==> src/rtl/gearbox_pkg.sv <==
// Shared constants for the PCS receive gearbox: default block geometry,
// sync header codes and the supported PMA word-width range.
package gearbox_pkg;
  localparam int GB_HEAD_W  = 2;
  localparam int GB_DATA_W  = 64;
  localparam int GB_BLOCK_W = GB_HEAD_W + GB_DATA_W;
  localparam int PMA_W_MIN  = 16;
  localparam int PMA_W_MAX  = 64;

  localparam logic [1:0] SYNC_DATA = 2'b10;
  localparam logic [1:0] SYNC_CTRL = 2'b01;
endpackage

==> src/rtl/gearbox_rx_insert.sv <==
// Next-buffer shifter: applies an optional one-bit slip to the surviving bits
// (or to the incoming word when nothing survives), then appends the word above them.
module gearbox_rx_insert #(
  parameter int PMA_W = 64,
  parameter int BUF_W = 129,
  parameter int CNT_W = 8
) (
  input  logic [BUF_W-1:0] buf_i,
  input  logic [CNT_W-1:0] rem_i,
  input  logic             drop_i,
  input  logic [PMA_W-1:0] data_i,
  output logic [BUF_W-1:0] buf_o
);
  logic [BUF_W-1:0] surv;
  logic [BUF_W-1:0] wide;
  logic [BUF_W-1:0] keep;
  logic [CNT_W-1:0] off;

  always_comb begin
    surv = buf_i;
    wide = BUF_W'(data_i);
    off  = rem_i;
    if (drop_i) begin
      if (rem_i != '0) begin
        surv = buf_i >> 1;
        off  = rem_i - CNT_W'(1);
      end else begin
        wide = BUF_W'(data_i) >> 1;
      end
    end
    // Bits above the occupancy are stale and must not leak into the new word.
    keep  = ~({BUF_W{1'b1}} << off);
    buf_o = (surv & keep) | (wide << off);
  end
endmodule

==> src/rtl/gearbox_rx_gen.sv <==
// PCS receive gearbox: PMA_W-bit words in, HEAD_W+DATA_W blocks out, with bit slip
// and flush on lock loss. Define GEARBOX_RX_SLIP_CNT_EN to add the slip_cnt_o counter.
module gearbox_rx_gen
  import gearbox_pkg::*;
#(
  parameter int PMA_W  = 64,
  parameter int HEAD_W = GB_HEAD_W,
  parameter int DATA_W = GB_DATA_W
) (
  input  logic              clk,
  input  logic              nreset,
  input  logic              lock_v_i,
  input  logic [PMA_W-1:0]  data_i,
  input  logic              slip_v_i,
  output logic              valid_o,
  output logic [HEAD_W-1:0] head_o,
  output logic [DATA_W-1:0] data_o
`ifdef GEARBOX_RX_SLIP_CNT_EN
  ,
  output logic [15:0]       slip_cnt_o
`endif
);
  localparam int BLOCK_W = HEAD_W + DATA_W;
  localparam int BUF_W   = BLOCK_W + PMA_W - 1;
  localparam int CNT_W   = $clog2(BLOCK_W + PMA_W);

  if (PMA_W < PMA_W_MIN || PMA_W > PMA_W_MAX) begin : g_bad_pma_w
    $error("gearbox_rx_gen: PMA_W out of supported range");
  end

  logic [BUF_W-1:0] buf_q, buf_d, buf_surv;
  logic [CNT_W-1:0] cnt_q, cnt_d, rem;
  logic             blk_v;

  always_comb begin
    blk_v    = (cnt_q >= CNT_W'(BLOCK_W));
    rem      = blk_v ? (cnt_q - CNT_W'(BLOCK_W)) : cnt_q;
    buf_surv = blk_v ? (buf_q >> BLOCK_W) : buf_q;
    cnt_d    = '0;
    if (lock_v_i) begin
      cnt_d = rem - CNT_W'(slip_v_i) + CNT_W'(PMA_W);
    end
  end

  gearbox_rx_insert #(
    .PMA_W(PMA_W),
    .BUF_W(BUF_W),
    .CNT_W(CNT_W)
  ) u_insert (
    .buf_i (buf_surv),
    .rem_i (rem),
    .drop_i(slip_v_i),
    .data_i(data_i),
    .buf_o (buf_d)
  );

  always_ff @(posedge clk) begin
    if (!nreset) cnt_q <= '0;
    else         cnt_q <= cnt_d;
  end

  // Buffer contents are meaningless while cnt_q is zero, so they carry no reset.
  always_ff @(posedge clk) begin
    buf_q <= buf_d;
  end

  assign valid_o = blk_v;
  assign head_o  = buf_q[HEAD_W-1:0];
  assign data_o  = buf_q[BLOCK_W-1:HEAD_W];

  a_cnt_bound : assert property (@(posedge clk) disable iff (!nreset)
                                 cnt_q <= CNT_W'(BUF_W));

`ifdef GEARBOX_RX_SLIP_CNT_EN
  logic [15:0] slip_cnt_q, slip_cnt_d;

  always_comb begin
    slip_cnt_d = slip_cnt_q;
    if (!lock_v_i)                                slip_cnt_d = '0;
    else if (slip_v_i && slip_cnt_q != 16'hFFFF)  slip_cnt_d = slip_cnt_q + 16'd1;
  end

  always_ff @(posedge clk) begin
    if (!nreset) slip_cnt_q <= '0;
    else         slip_cnt_q <= slip_cnt_d;
  end

  assign slip_cnt_o = slip_cnt_q;
`endif
endmodule

==> config.mk <==
export PLATFORM = sky130hd
export DESIGN_NAME = gearbox_rx_gen
export DESIGN_NICKNAME = d
export VERILOG_FILES = /design/src/rtl/gearbox_pkg.sv /design/src/rtl/gearbox_rx_insert.sv /design/src/rtl/gearbox_rx_gen.sv
export SDC_FILE = /design/constraint.sdc
export NUM_CORES = 1
export LEC_CHECK = 0
export CAP_MARGIN = 40
export CELL_PAD_IN_SITES_DETAIL_PLACEMENT = 0
export CELL_PAD_IN_SITES_GLOBAL_PLACEMENT = 1
export CORE_ASPECT_RATIO = 1.4
export CORE_MARGIN = 1.5
export CORE_UTILIZATION = 35
export DETAILED_ROUTE_END_ITERATION = 6
export MAX_ROUTING_LAYER = met4
export PLACE_DENSITY_LB_ADDON = 0.1
export SYNTH_ARGS = -nofsm -noshare
export SYNTH_HDL_FRONTEND = slang
export SYNTH_SLANG_ARGS = --single-unit
==> constraint.sdc <==
create_clock -name clk -period 11 [get_ports clk]
set_input_delay 3.3 -clock clk [delete_from_list [all_inputs] [get_ports clk]]
set_output_delay 3.3 -clock clk [all_outputs]
set_load 0.01 [all_outputs]
==> results of run 1 <==
critical path, stage by stage:
cell	delay, ns
buf_6	0.51
inv_1	0.27
nor2_1	0.71
nand3_2	0.15
buf_4	0.34
o21ai_0	0.82
o32ai_1	0.18
a21oi_1	0.78
a21oi_1	0.48
a22oi_1	0.48
o21ai_0	0.20
how the worst min path moves through the flow:
stage	endpoint	slack [ns]
final	buf_q[99]	0.60
after global routing	buf_q[90]	0.64
after CTS	buf_q[99]	0.60
after detailed placement	buf_q[99]	0.58
after global placement	buf_q[90]	0.56
after floorplan	buf_q[83]	0.51
cell usage after synthesis, drive strengths merged (34+ instances only):
library cell	count	area [sq um]
mux2i	241	2420
buf	191	1140
o221ai	57	517
o31ai	54	405
nor3	120	611
a21oi	138	709
dfxtp	137	2740
clkbuf	88	330
mux2	45	510
nor2	247	942
o211ai	52	390
a211oi	34	255
nand2	197	739
nand3	40	200
o22ai	64	407
o21ai	222	1110
per-layer routing:
layer  GRT usage [%]  wire length (microns)
met1            47.9                  39700
met2            64.7                  47300
met3            7.20                   7500
met4            32.9                   9510
met5               -                      0
kinds of logic after synthesis:
logic type | synth area share, %
AOI/OAI and AO/OA | 36.6
and+or+nand+nor | 18.3
muxes | 18.6
buffers and inverters | 8.97
DFF | 16.1
xor gates and xnor gates | 0.668
adders and majority gates | 0.808
cell type report:
cell class / instances / area, sq um / area share (%)
timing repair buffer: 227 / 2060 / 10.8
inverter: 15 / 56.3 / 0.294
multi-input combinational: 1923 / 12900 / 67.3
antenna: 4 / 10.0 / 0.0523
clock inverter: 14 / 149 / 0.778
sequential: 137 / 2740 / 14.3
tap: 630 / 788 / 4.12
clock buffer: 18 / 439 / 2.29
stage by stage:
stage                     cell area, sq um  utilization (%)
after floorplan                      17000                -
after global placement               18400             38.3
after detailed placement             18500             38.5
after CTS                            19100             39.8
after global routing                 19100             39.9
final                                19100             39.9
sequential cells by signal, summed over array words and instances (netlist names):
name and count:
cnt_q 8, buf_q 129
==> flow_summary.yaml, run 1 <==
run_status:
  run_status: "finished, final reports clean"
clock_network:
  cts_buffer_depth: 2
  cts_tree: "built"
  cts-root-buf: "clkbuf_16"
  cts_num_sinks: 137
  cts_resized: 0
  cts_setup_buffers: 0
  ctsHoldBuffers: 0
  numCtsBuffers: 17
  cts.clk_slew.worst_paths_ns: 0.06
  clock_latency_ns: 0.47
  htreeDepth: 4
logic_synthesis:
  syn-instance-count: 2354
  syn_nets: 2433
  avgSynthCellArea_sq_um: 7.24
  synth-edff-count: 0
  ys_warn_count: 0
  synth_ff_type: "dfxtp_1"
  yosysSeqAreaShare_pct: 16.1
  syn_area_sq_um: 17000
  yosysUniqueCellTypes: 90
  synth-async-reset-ratio_pct: 0
  ys_seq_elements: 137
floorplan:
  dieArea_sq_um: 50000
  io_pins: 135
  start_util_pct: 35.5
  coreArea_sq_um: 48000
  die_h_microns: 264
  placement_rows: 95
  die_w_microns: 189
sta:
  finalCriticalPeriod_ns: 7.99
  worst_slew_pin_slew_ns: 1.14
  report.final.hold_viol_count: 0
  setup_ws_ns: 3.01
  setup_viol: 0
  fin_crit_sh_pct: 72.7
  fmax_mhz: 125
  drv_slew: 0
  finClkSkew_ns: 0.0104
  grt_setup_unrepaired: "no"
  max_slew_margin_pct: 23.9
  tns_ns: 0
  whs_ns: 0.603
final_layout:
  final_cell_mix: "nor2_1 (240), mux2i_1 (240), o21ai_0 (208), nand2_1 (195), dfxtp_1 (136)"
  n_fill_cell: 5193
  drive_gt1_share_pct: 10.8
  layout.nets: 2400
  syn_to_final_growth_pct: 12.3
  layoutNonFillerInstCount: 2968
critical_path:
  crit_required_ns: 11.29
  regToRegSetupSlack_ns: 4.46
  critPathMaxFanout: 79
  r2r_end: "buf_q[128]"
  cp-start-kind: "input pin"
  r2r-start: "cnt_q[2]"
  cp_data_arrival_time_ns: 8.28
  crit_end: "buf_q[57]"
  rr_worst_depth: 16
  worstSetupStartpoint: "slip_v_i"
  worstSetupPathType: "in -> reg"
  end_kind: "flop"
detailed_routing:
  vias_per_cell: 6.96
  first_pass_iters: 6
  detail-route-antenna-nets: 0
  vias: 20700
  dr.first_iter.drc_count: 2331
  routed_wl_mm: 104
  drc: 0
  routedWlPerCell_microns: 35.0
place:
  finalWeightedCongestion: 1.03
  dp_hpwl_mm: 78.3
  dp_slack_ns: 2.80
  dp_cells: 2927
  io_buffers: 134
global_route:
  track_usage_pct: 41.9
  antenna_found_initial: 3
  gr-total-overflow: 0
  grt_pass1_wl_mm: 147
  grt_max_degree: 95
  grt_pass1_vias: 19800
job:
  cap_violations: 0
hold_path:
  min_delay_path_depth: 2
  min_from: "buf_q[99]"
  min_path_type: "reg -> reg"
Power of run 1 is left out: the tool's default activity adds up to more than one toggle a clock period on the data nets, which glitch-free logic cannot reach.
==> inputs of run 2 (changes only) <==
Clock period 11 ns to 6.71 ns, I/O delays scaled along.
==> run 2 against run 1 <==
  * The flow now finishes with violations (design-rule violations)
  * Non-clock buffer count increased by 79
  * Setup slack worse by 2.8 ns
  * First-iteration DRC count rose by 11%
  * Critical endpoint is now buf_q[68]
  * Clock skew hardly changed
==> flow_summary.yaml, run 2 (synthesis gave the netlist of run 1 again) <==
run_status:
  run_status: "finished with violations"
  violations: "design-rule violations"
clock_network:
  htreeDepth: 4
  ctsHoldBuffers: 0
  cts_setup_buffers: 0
  clock_latency_ns: 0.47
  cts_tree: "built"
  cts_buffer_depth: 2
  cts_num_sinks: 137
  cts-root-buf: "clkbuf_16"
  numCtsBuffers: 17
  cts_resized: 0
  cts.clk_slew.worst_paths_ns: 0.07
global_route:
  grt_max_degree: 95
  gr-total-overflow: 0
  antenna_found_initial: 1
  track_usage_pct: 42.3
  grt_pass1_wl_mm: 148
  grt_pass1_vias: 19700
floorplan:
  die_w_microns: 189
  coreArea_sq_um: 48000
  start_util_pct: 35.5
  placement_rows: 95
  io_pins: 135
  dieArea_sq_um: 50000
  die_h_microns: 264
detailed_routing:
  vias_per_cell: 6.86
  vias: 20900
  routed_wl_mm: 105
  wl_met2_mm: 48.6
  drc: 3
  highest_layer: "met4"
  first_pass_iters: 7
  dr.first_iter.drc_count: 2587
  wl_met3_mm: 7.76
  drt-met1-wl_mm: 39.5
  routedWlPerCell_microns: 34.6
  detail-route-antenna-nets: 0
final_layout:
  syn_to_final_growth_pct: 16.4
  layout_commonest_cell: "nor2_1"
  layout.nets: 2479
  final_cell_mix: "nor2_1 (241), mux2i_1 (240), o21ai_0 (209), nand2_1 (195), buf_4 (161)"
  seqCellArea_sq_um: 2740
  top_regs: "buf_q x129, cnt_q x8"
  drive_gt1_share_pct: 13.6
  multiInputGateArea_sq_um: 12900
  regMostFlops: "buf_q"
  n_fill_cell: 5126
  largest_reg_flops: 129
critical_path:
  worstSetupPathType: "reg -> reg"
  critPathMaxFanout: 52
  cp_data_arrival_time_ns: 6.88
  r2r-start: "cnt_q[2]"
  end_kind: "flop"
  cp-start-kind: "flop"
  worstSetupStartpoint: "cnt_q[2]"
  crit_required_ns: 7.05
hold_path:
  min_from: "buf_q[90]"
  min_path_type: "reg -> reg"
sta:
  finClkSkew_ns: 0.0108
  max_slew_margin_pct: 30.6
  worst_slew_pin_slew_ns: 1.04
  fin_crit_sh_pct: 97.4
  report.final.hold_viol_count: 0
  fmax_mhz: 153
  drv_slew: 0
  tns_ns: 0
  finalCriticalPeriod_ns: 6.54
  setup_viol: 0
  grt_setup_unrepaired: "no"
job:
  cap_violations: 0
place:
  dp_hpwl_mm: 82.6
  io_buffers: 134
  finalWeightedCongestion: 1.05
-- run 2: cell type report --
cell class                      count  share of cell area [%]
Clock buffer                       17                    2.15
Antenna cell                        2                  0.0252
Clock inverter                     15                   0.959
Timing Repair Buffer              306                    13.9
Multi-Input combinational cell   1923                    64.9
Inverter                           15                   0.284
Tap cell                          630                    3.98
Sequential cell                   137                    13.8
-- run 2: per-layer routing --
layer	up-vias	GRT usage (%)
met5	-	-
met4	0	32.2
met3	354	6.18
met2	1305	66.6
met1	10100	48.2
li1	9093	-
-- run 2: stage by stage --
step	worst slack, ns	instance area [sq um]	std cells	hold slack (ns)	util, %
finish	0.173	19800	3045	0.605	41.3
global route	0.136	19800	3044	0.636	41.3
CTS	0.428	19800	3042	0.600	41.3
detailed placement	0.449	19200	3010	0.577	40.0
global placement	0.0988	19200	3005	0.559	39.9
floorplan	1.94	17000	2354	0.506	-
-- run 2: worst paths after layout --
path	end	slack (ns)	cells after the start
max reg2reg	buf_q[68]	0.17	16
max	buf_q[68]	0.17	16
min reg2reg	buf_q[90]	0.60	2
min	buf_q[90]	0.60	2
-- run 2: critical path, cell delays in order (launching register included) --
cell,delay [ns]
dfxtp_1,0.43
inv_1,0.11
ha_1,0.25
o21ai_0,0.20
a2111oi_0,0.57
xnor2_1,0.39
ha_1,0.36
nand2_1,0.24
a21oi_2,0.49
a31o_4,0.83
mux2i_1,0.66
a2bb2oi_1,0.38
nand2b_1,0.18
a31oi_1,0.12
a2111oi_0,0.79
buf_2,0.28
o32ai_1,0.07
Power of run 2 is left out for the same reason.
